--- src/rtl/pm_fault_sequencer.sv ---
// Power-monitor fault sequencer: per-rail power-good filtering, start-up qualification,
// fault shutdown with timed retry and lockout. Optional warn edge counter: PM_SEQ_WARN_COUNT_EN.
module pm_fault_sequencer #(
    parameter int NumConverters = 8,
    parameter int FilterCount   = 3,
    parameter int QualifyCycles = 4096,
    parameter int HoldCycles    = 1000,
    parameter int MaxRetries    = 3
) (
    input  logic        clock,
    input  logic        reset_n,
    input  logic        enable,
    input  logic        clear,
    input  logic        fault,
    input  logic        warn,
    input  logic        eoc,
    input  logic [31:0] pgood_bus,
    output logic [31:0] pgood_filt,
    output logic        all_good,
    output logic        shutdown,
    output logic        fault_latched,
    output logic        warn_seen,
    output logic        lockout,
    output logic [3:0]  retry_cnt,
    output logic [7:0]  warn_count
);

    typedef enum logic [2:0] {
        ST_IDLE,
        ST_QUALIFY,
        ST_RUN,
        ST_FAULT,
        ST_LOCKOUT
    } state_t;

    localparam logic [3:0]  FiltLast = 4'(FilterCount - 1);
    localparam logic [15:0] QualLast = 16'(QualifyCycles - 1);
    localparam logic [15:0] HoldLast = 16'(HoldCycles - 1);
    localparam logic [3:0]  RetryMax = 4'(MaxRetries);

    logic [NumConverters-1:0] r_filt;
    logic [3:0]               r_cnt [NumConverters];
    logic                     r_all_good;
    logic                     w_unused_pgood;

    assign w_unused_pgood = ^pgood_bus;

    always_ff @(posedge clock or negedge reset_n) begin
        if (!reset_n) begin
            r_filt     <= '0;
            r_all_good <= 1'b0;
            // NOTE: the per-rail counters are plain flops, not RAM, so they take the reset like any other state.
            for (int i = 0; i < NumConverters; i++) r_cnt[i] <= '0;
        end else begin
            r_all_good <= &r_filt;
            if (eoc) begin
                for (int i = 0; i < NumConverters; i++) begin
                    if (pgood_bus[i] == r_filt[i]) begin
                        r_cnt[i] <= '0;
                    end else if (r_cnt[i] == FiltLast) begin
                        r_filt[i] <= pgood_bus[i];
                        r_cnt[i]  <= '0;
                    end else begin
                        r_cnt[i] <= r_cnt[i] + 4'd1;
                    end
                end
            end
        end
    end

    state_t      r_state;
    logic [15:0] r_timer;
    logic [15:0] w_timer_inc;
    logic [3:0]  r_retry;
    logic        r_shutdown;
    logic        r_lockout;
    logic        r_fault_latched;
    logic        r_warn_seen;

    assign w_timer_inc = (r_timer == 16'hFFFF) ? r_timer : r_timer + 16'd1;

    always_ff @(posedge clock or negedge reset_n) begin
        if (!reset_n) begin
            r_state         <= ST_IDLE;
            r_timer         <= '0;
            r_retry         <= '0;
            r_shutdown      <= 1'b1;
            r_lockout       <= 1'b0;
            r_fault_latched <= 1'b0;
            r_warn_seen     <= 1'b0;
        end else begin
            // NOTE: the last nonblocking assignment in a block wins, so any set further down overrides this clear.
            if (clear) begin
                r_fault_latched <= 1'b0;
                r_warn_seen     <= 1'b0;
            end
            if (warn) r_warn_seen <= 1'b1;

            if (r_state == ST_LOCKOUT) begin
                if (clear) begin
                    r_state   <= ST_IDLE;
                    r_timer   <= '0;
                    r_lockout <= 1'b0;
                end
            end else if (!enable) begin
                r_state    <= ST_IDLE;
                r_timer    <= '0;
                r_shutdown <= 1'b1;
            end else begin
                case (r_state)
                    ST_IDLE: begin
                        r_state    <= ST_QUALIFY;
                        r_timer    <= '0;
                        r_retry    <= '0;
                        r_shutdown <= 1'b0;
                    end
                    ST_QUALIFY: begin
                        if (fault || (!r_all_good && r_timer == QualLast)) begin
                            r_state         <= ST_FAULT;
                            r_timer         <= '0;
                            r_shutdown      <= 1'b1;
                            r_fault_latched <= 1'b1;
                        end else if (r_all_good) begin
                            r_state <= ST_RUN;
                            r_timer <= '0;
                        end else begin
                            r_timer <= w_timer_inc;
                        end
                    end
                    ST_RUN: begin
                        if (fault || !r_all_good) begin
                            r_state         <= ST_FAULT;
                            r_timer         <= '0;
                            r_shutdown      <= 1'b1;
                            r_fault_latched <= 1'b1;
                        end
                    end
                    ST_FAULT: begin
                        if (r_timer == HoldLast) begin
                            r_timer <= '0;
                            if (r_retry < RetryMax) begin
                                r_retry    <= r_retry + 4'd1;
                                r_state    <= ST_QUALIFY;
                                r_shutdown <= 1'b0;
                            end else begin
                                r_state   <= ST_LOCKOUT;
                                r_lockout <= 1'b1;
                            end
                        end else begin
                            r_timer <= w_timer_inc;
                        end
                    end
                    default: begin
                        r_state    <= ST_IDLE;
                        r_timer    <= '0;
                        r_shutdown <= 1'b1;
                    end
                endcase
            end
        end
    end

`ifdef PM_SEQ_WARN_COUNT_EN
    logic       r_warn_d;
    logic [7:0] r_warn_count;
    logic       w_warn_edge;

    assign w_warn_edge = warn & ~r_warn_d;

    always_ff @(posedge clock or negedge reset_n) begin
        if (!reset_n) begin
            r_warn_d     <= 1'b0;
            r_warn_count <= '0;
        end else begin
            r_warn_d <= warn;
            if (clear) begin
                r_warn_count <= {7'd0, w_warn_edge};
            end else if (w_warn_edge && r_warn_count != 8'hFF) begin
                r_warn_count <= r_warn_count + 8'd1;
            end
        end
    end

    assign warn_count = r_warn_count;
`else
    assign warn_count = 8'h00;
`endif

    assign pgood_filt    = 32'(r_filt);
    assign all_good      = r_all_good;
    assign shutdown      = r_shutdown;
    assign fault_latched = r_fault_latched;
    assign warn_seen     = r_warn_seen;
    assign lockout       = r_lockout;
    assign retry_cnt     = r_retry;

endmodule
--- config.mk ---
export PLATFORM = sky130hd
export DESIGN_NAME = pm_fault_sequencer
export DESIGN_NICKNAME = d
export VERILOG_FILES = /design/src/rtl/pm_fault_sequencer.sv
export SDC_FILE = /design/constraint.sdc
export NUM_CORES = 1
export LEC_CHECK = 0
export CAP_MARGIN = 5
export CORE_ASPECT_RATIO = 0.75
export CORE_UTILIZATION = 45
export CTS_CLUSTER_DIAMETER = 40
export DETAILED_ROUTE_END_ITERATION = 8
export PLACE_DENSITY = 0.73
export SLEW_MARGIN = 20
export SYNTH_ARGS = -nofsm -noshare
export SYNTH_HDL_FRONTEND = slang
export SYNTH_SLANG_ARGS = --single-unit
--- constraint.sdc ---
create_clock -name clock -period 3.82 [get_ports clock]
set_input_delay 1.146 -clock clock [delete_from_list [all_inputs] [get_ports clock]]
set_output_delay 1.146 -clock clock [all_outputs]
set_load 0.02 [all_outputs]
**Word-level counts from Yosys, hierarchy flattened**

Index checks and enable logic that the tools add are counted.

- Add/subtract/negate cells: 10
- Bitwise operators: 9
- Div/mod/pow operators: 0
- Reductions and logical operators: 24
- Multiply operators: 0
- Shift-type cells: 0
- Eq/ne operators: 34
- Multiplexer cells: 56
- Order comparisons: 1

Operators with widths:

| cell | number |
|---|---|
| 16-bit 2-to-1 mux | 8 |
| 4-bit 2-to-1 mux | 18 |
| 16-bit case mux with 3 select lines | 1 |
| 4-bit by 1-bit adder with 4-bit output, second input constant | 9 |
| 4-bit by 2-bit == test with 1-bit output, second input constant | 8 |
| 3-bit 2-to-1 mux | 8 |
| 3-bit AND reduction | 8 |
| 1-bit 2-to-1 mux | 17 |
| 16-bit by 1-bit adder with 16-bit output, second input constant | 1 |
| 16-bit by 10-bit == test with 1-bit output, second input constant | 1 |
| 16-bit by 12-bit == test with 1-bit output, second input constant | 1 |
| 16-bit == test, second input constant | 1 |
| 5-bit AND reduction | 3 |
| 3-bit inequality test, second input constant | 4 |
| 3-bit case mux with 4 select lines | 1 |
| 2-bit nonzero test | 5 |
| 1-bit inverter | 9 |
| 1-bit == test | 8 |
| 2-bit inequality test, second input constant | 4 |
| 4-bit inequality test, second input constant | 2 |
| 4-bit case mux with 2 select lines | 1 |
| 8-bit AND reduction | 1 |
| 3-bit by 2-bit == test with 1-bit output, second input constant | 2 |
| 5-bit inequality test, second input constant | 1 |
| 11 further kinds | 12 |

- Memories: 0
- Input port bits: 39
- Bits in registers: 68
- Bits in read-only memories: 0
- Word-level logic and storage cells: 158
- Memory bits (writable): 0
- Bits in latches: 0

**Logic depth before layout (Yosys ltp)**

- Word-level depth: 7
- Mapped depth: 7
- Gate-level depth less buffers: 7

**Worst setup path before layout**

OpenSTA, ideal clock, no wires.

- Path type: input to register
- From: in enable
- To: reg r_timer[8]
- Stages on the path: 6
- Slack: 1366 ps
- Library setup time: 119 ps
- Data arrival time: 2336 ps
- Path buffers: 1
- Path through: nor2b_1 -> a2bb2oi_1 -> clkbuf_1 -> o211ai_1 -> xnor2_1 -> nor2_1

- Longest elaborated chain between the ends: 2
- Elaborated cells on any way between the ends: 4
- Those cells by class: eq/ne: 1; mux: 2; reduce/logical: 1

RTL lines:

| what | line | source |
|---|---|---|
| start: declaration | 12 | `input logic enable,` |
| 4-bit inequality test (no line) / 16-bit 2-to-1 mux (equally long branches) | - |  |
| 2-bit AND reduction (no line) / 16-bit 2-to-1 mux (equally long branches) | - |  |
| end signal: assignment | 127 | `r_timer <= w_timer_inc;` |
| end signal: assignment | 150 | `r_timer <= w_timer_inc;` |
| end: declaration | 72 | `logic [15:0] r_timer;` |

Several ways; a longest one is shown, not always the timed one.
A chain may end at the register's enable or synchronous reset.

**Worst setup path after layout**

- From: in enable
- To: reg r_timer[1]

The elaborated chain is that of the path after synthesis.

==> results_dict.tcl <==
set metrics [dict create \
    yosys.area_share.xor_xnor 0.04263 \
    place_inst 537 \
    max-cap-violations 0 \
    grt_pass1_vias 2732 \
    ant_nets 0 \
    start_kind "primary input" \
    synth_simple_gate_area_frac 0.1840 \
    syn-cell-area_um2 3904 \
    core_area_um2 8418 \
    outcome "complete, no violations" \
    syn2layout_area_growth_pct 15.48 \
    n_fill_cell 740 \
    netlist_instances 408 \
    critical_path.max_stage_delay_ns 0.54 \
    antenna_found_initial 0 \
    worst_slew_pin_slew_ns 0.9456 \
    synth_area_leaders "dfrtp_1 43%, buf_4 6.3%, ha_1 4.5%" \
    power_leakage_nw 1.942 \
    rsz0062_at_grt "false" \
    numCtsBuffers 9 \
    synth_top_family_by_area "simple AND/OR/NAND/NOR gates" \
    final_cell_count_no_fill 553 \
    relSlewSlack 0.3696 \
    final_layout_size_suffix_gt1_frac 0.07640 \
    cp_cell_sequence "clkdlybuf4s50_1, nor2b_1, nand3_1, o22ai_1, nor2_1, nor2_1" \
    synth_common_cells "67 x dfrtp_1, 33 x buf_4, 32 x nor2_1, 28 x o21ai_0, 22 x nand2_1" \
    max_freq_ghz 0.3313 \
    finalInstanceArea_um2 4508 \
    synth_seq_cells 68 \
    place_congestion 0.8695 \
    synth_top_area_cell "dfrtp_1" \
    synth-main-ff-cell "dfrtp_1" \
    peakVddDrop_v 0.0003948 \
    setup_violations 0 \
    clock_sinks 68 \
    grt_overflow 0 \
    routed_via_density 5.401 \
    layout.nets 493 \
    clk_path_buf_depth 2 \
    initial_core_util 0.4637 \
    yosysMostFrequentCell "dfrtp_1" \
    placed_area_um2 4210 \
    drt-wirelength-per-cell_um 13.63 \
    vias 2987 \
    io_pins 88 \
    htree_levels 3 \
    skew_ns 0.006858 \
    path_class "primary input to flop" \
    cts_hold_buf 0 \
    cts_tree "done" \
    finalCritPeriodShare 0.7902 \
    synth_compound_area_frac 0.1619 \
    cts.clk_slew.worst_paths_ns 0.05 \
    cts_setup_buffers 0 \
    final.min_clock_period_ns 3.018 \
    drtIter0Drc 132 \
    yosysSeqAreaShare 0.4362 \
    dieArea_um2 9055 \
    synth_fa_ha_area_frac 0.04487 \
    portBuffers 31 \
    required_ns 4.07 \
    cp_data_arrival_time_ns 3.27 \
    drc_errors 0 \
    dp_hpwl_um 5119 \
    r2r_start "r_timer[0]" \
    powerDensity_nw_per_um2 581.7 \
    fin_setup_tns_ns 0 \
    yosysTopAreaCellShare 0.4295 \
    diodes 0 \
    synth_edf_count 0 \
    hp-start "r_cnt[3]" \
    fp.dieW_um 109.6 \
    async_flop_share 1.000 \
    grt_pass1_wl_um 12440 \
    num_rows 29 \
    hold_violations 0 \
    crit_start "enable" \
    synth_cell_types 52 \
    cp_max_fo 12 \
    cts_resized 0 \
    clk_latency_ns 0.33 \
    end_kind "flop" \
    yosysWarnings 0 \
    slew_viol_final 0 \
    grt_max_degree 47 \
    hold_class "flop to flop" \
    dr.pass1.iters 4 \
    crit_top_cell "nor2_1" \
    crit_slowest_cell "o22ai_1" \
    grt_usage 0.1809 \
    clock-root-buffer "clkbuf_16" \
    syn_avg_cell_area_um2 9.568 \
    finalWirelength_um 7536 \
    synthMuxAreaShare 0.03910 \
    die_h_um 82.66 \
]
registers in the layout (all words and copies together) (netlist names):
signal / flops
fault_latched: 1
all_good: 1
r_state: 3
r_filt: 8
r_timer: 16
r_cnt: 32
shutdown: 1
lockout: 1
retry_cnt: 4
warn_seen: 1
final timing paths:
path / endpoint / slack (ns) / cells after the start
max: r_timer[1] / 0.80 / 6
min: r_cnt[3] / 0.48 / 1
max reg2reg: r_timer[1] / 1.09 / 6
min reg2reg: r_cnt[3] / 0.48 / 1
max in group asynchronous: r_cnt[8] / 2.18 / 2
min in group asynchronous: retry_cnt[3] / 0.97 / 1
metrics by stage:
| step | utilization | hold WS, ns | total power, W | worst slack (ns) |
|---|---|---|---|---|
| finish | 0.5355 | 0.4803 | 0.002622 | 0.8016 |
| global route | 0.5355 | 0.4947 | 0.002799 | 0.6298 |
| CTS | 0.5355 | 0.4813 | 0.002648 | 0.8313 |
| detailed placement | 0.5001 | 0.4711 | 0.001799 | 0.5000 |
| global placement | 0.5001 | 0.4642 | 0.001764 | 0.5587 |
| floorplan | - | 0.4457 | 0.001569 | 1.366 |
final cells by class:
class                   count  area (um2)  share of cell area
flip-flops and latches     68        1703              0.3777
well taps                 108       135.1             0.02998
clock buffers              15       267.8             0.05940
clock inverters             1       30.03            0.006661
repair buffers             35       347.8             0.07716
inverters                  16       60.06             0.01332
multi-input cells         310        1964              0.4357
placed cells by master, fill, tap and decap left out, types with 4 or more instances in the layout:
master and n:
inv_1 15, xor2_1 13, o2111ai_1 5, nand2_1 22
clkdlybuf4s50_1 30, o2bb2ai_1 8, ha_1 14, conb_1 32
o211ai_1 5, o21ai_0 28, nand2b_1 8, dfrtp_1 67
o41ai_1 4, a21oi_1 18, nor2_1 32, nand3_1 15
xnor2_1 6, nor2b_1 5, a21o_1 4, clkbuf_16 9
nor3_1 17, mux2_2 10, mux2i_1 4, nand4_1 6
and3_1 6, clkbuf_1 4, o31ai_1 12
cells by family after synthesis:
family | after synthesis
buffers and inverters | 61
and+or+nand+nor | 135
adders and majority gates | 14
DFF | 68
muxes | 14
AOI/OAI and AO/OA | 96
other | 1
xor gates and xnor gates | 19
per-layer routing:
layer	routed length [um]	global-route usage
met4	30	0.04667
met5	0	0
met2	3409	0.2906
met3	336	0.06593
met1	3759	0.2319
critical path: cells and delay by family:
family,cells,cell delay [ns]
buffers and inverters,1,0.50
AO/OA/AOI/OAI,1,0.54
AND/OR/NAND/NOR,4,1.07
power by group:
part | internal (W) | leakage [nW] | switching, W | total, W
Sequential | 0.000885 | 0.906 | 0.000186 | 0.00107
Clock | 0.000542 | 0.144 | 0.000290 | 0.000832
Combinational | 0.000332 | 0.891 | 0.000387 | 0.000719
Power figures use the tool's default switching activity.
==> RTL edit (same settings) <==
Re-encode `state_t` (5 states) as one-hot, 5 bits wide.
--- a/src/rtl/pm_fault_sequencer.sv
+++ b/src/rtl/pm_fault_sequencer.sv
@@ -25,12 +25,12 @@
     output logic [7:0]  warn_count
 );
 
-    typedef enum logic [2:0] {
-        ST_IDLE,
-        ST_QUALIFY,
-        ST_RUN,
-        ST_FAULT,
-        ST_LOCKOUT
+    typedef enum logic [4:0] {
+        ST_IDLE    = 5'b00001,
+        ST_QUALIFY = 5'b00010,
+        ST_RUN     = 5'b00100,
+        ST_FAULT   = 5'b01000,
+        ST_LOCKOUT = 5'b10000
     } state_t;
 
     localparam logic [3:0]  FiltLast = 4'(FilterCount - 1);
Formal check against the unedited RTL: no difference found for any inputs over 4 cycles, from zero or initial values and one cycle with reset_n low; so few cycles prove little.
==> RTL edit against the original RTL <==
Synthesized area rose by 6.2%; clock skew down 4.0 ps; synthesized cell count up 4.9%; setup slack lost 2.6 ps; sequential cell count grew 2; global-route usage up 1.0 points; final area grew 4.2%; total power increased by 2.8%; final cell count grew 3.8%; routed wire length rose by 8.5%; critical path depth unchanged; clock power decreased by 2.5%; critical endpoint is now r_timer[11]$_DFFE_PN0P_; largest cell class unchanged.
==> RTL edit: results (changes against the original RTL) <==
Worst setup path
  – Critical path peak fanout: 18 (+6)

STA
  – Skew final: 2.88 ps (-3.98 ps)

Power
  – Clk pwr share: 0.301 (-0.016)
  – PD cells: 574 mW/mm^2 (-1.4%)
  – Combinational fraction of design power: 0.293 (+0.019)
  – Clk. pwr: 0.811 mW (-2.5%)

Placed design
  – RD Place Congestion: 0.896 (+3.1%)
  – Pre-CTS setup slack: 547 ps (+47.3 ps)
  – Placed cell count: 559 (+4.1%)
  – DP Area: 0.00441 mm^2 (+4.8%)

GRT
  – GRT Util Overall: 0.191 (+0.0102)
  – Largest net degree at the start of global routing: 29 (-38%)
  – Vias in the first global route: 3,069 (+12%)
  – First-pass GRT wire length: 14,500 um (+16%)

Routing
  – Drt pass-1 iters: 6 (+2)
  – Mean routed wirelength per cell: 14.2 um (+4.5%)
  – Met2 Wirelength: 3800 um (+12%)
  – Vias per inst: 5.50 (+1.9%)
  – Met3 routed WL: 424 um (+26%)

Logic synthesis
  – Mux cell area share after synthesis: 0.0583 (+0.0192)
  – Seq/Total Area, Yosys: 0.423 (-0.0130)
  – Area share of fa/ha/maj cells after synthesis: 0.0362 (-0.00865)
  – Synth cell types: 60 (+15%)
  – Post-Syn Instances: 428 (+4.9%)
  – Area contributors post-synth: dfrtp_1, buf_4, mux2_2

Layout
  – Fill count: 773 (+4.5%)
  – # nets final: 513 (+4.1%)

Outcome
  – Status: finished, final reports clean
## RTL edit: area by class of cell
class,count,area share
multi-input cells,328,0.452
flip-flops and latches,70,0.373
repair buffers,35,0.0714
clock buffers,14,0.0541
well taps,108,0.0288
inverters,18,0.0144
clock inverters,1,0.00639
## RTL edit: worst paths after layout
path | from | to | slack [ps] | cells past startpoint
max | enable | r_timer[11]$_DFFE_PN0P_ | 800 | 6
min | warn_seen$_DFFE_PN0P_ | warn_seen$_DFFE_PN0P_ | 490 | 1
max reg2reg | r_timer[0]$_DFFE_PN0P_ | r_timer[11]$_DFFE_PN0P_ | 1600 | 6
min reg2reg | warn_seen$_DFFE_PN0P_ | warn_seen$_DFFE_PN0P_ | 490 | 1
max in group asynchronous | reset_n | r_state[0]$_DFFE_PN1P_ | 2140 | 2
min in group asynchronous | reset_n | r_cnt[6]$_DFFE_PN0P_ | 840 | 1
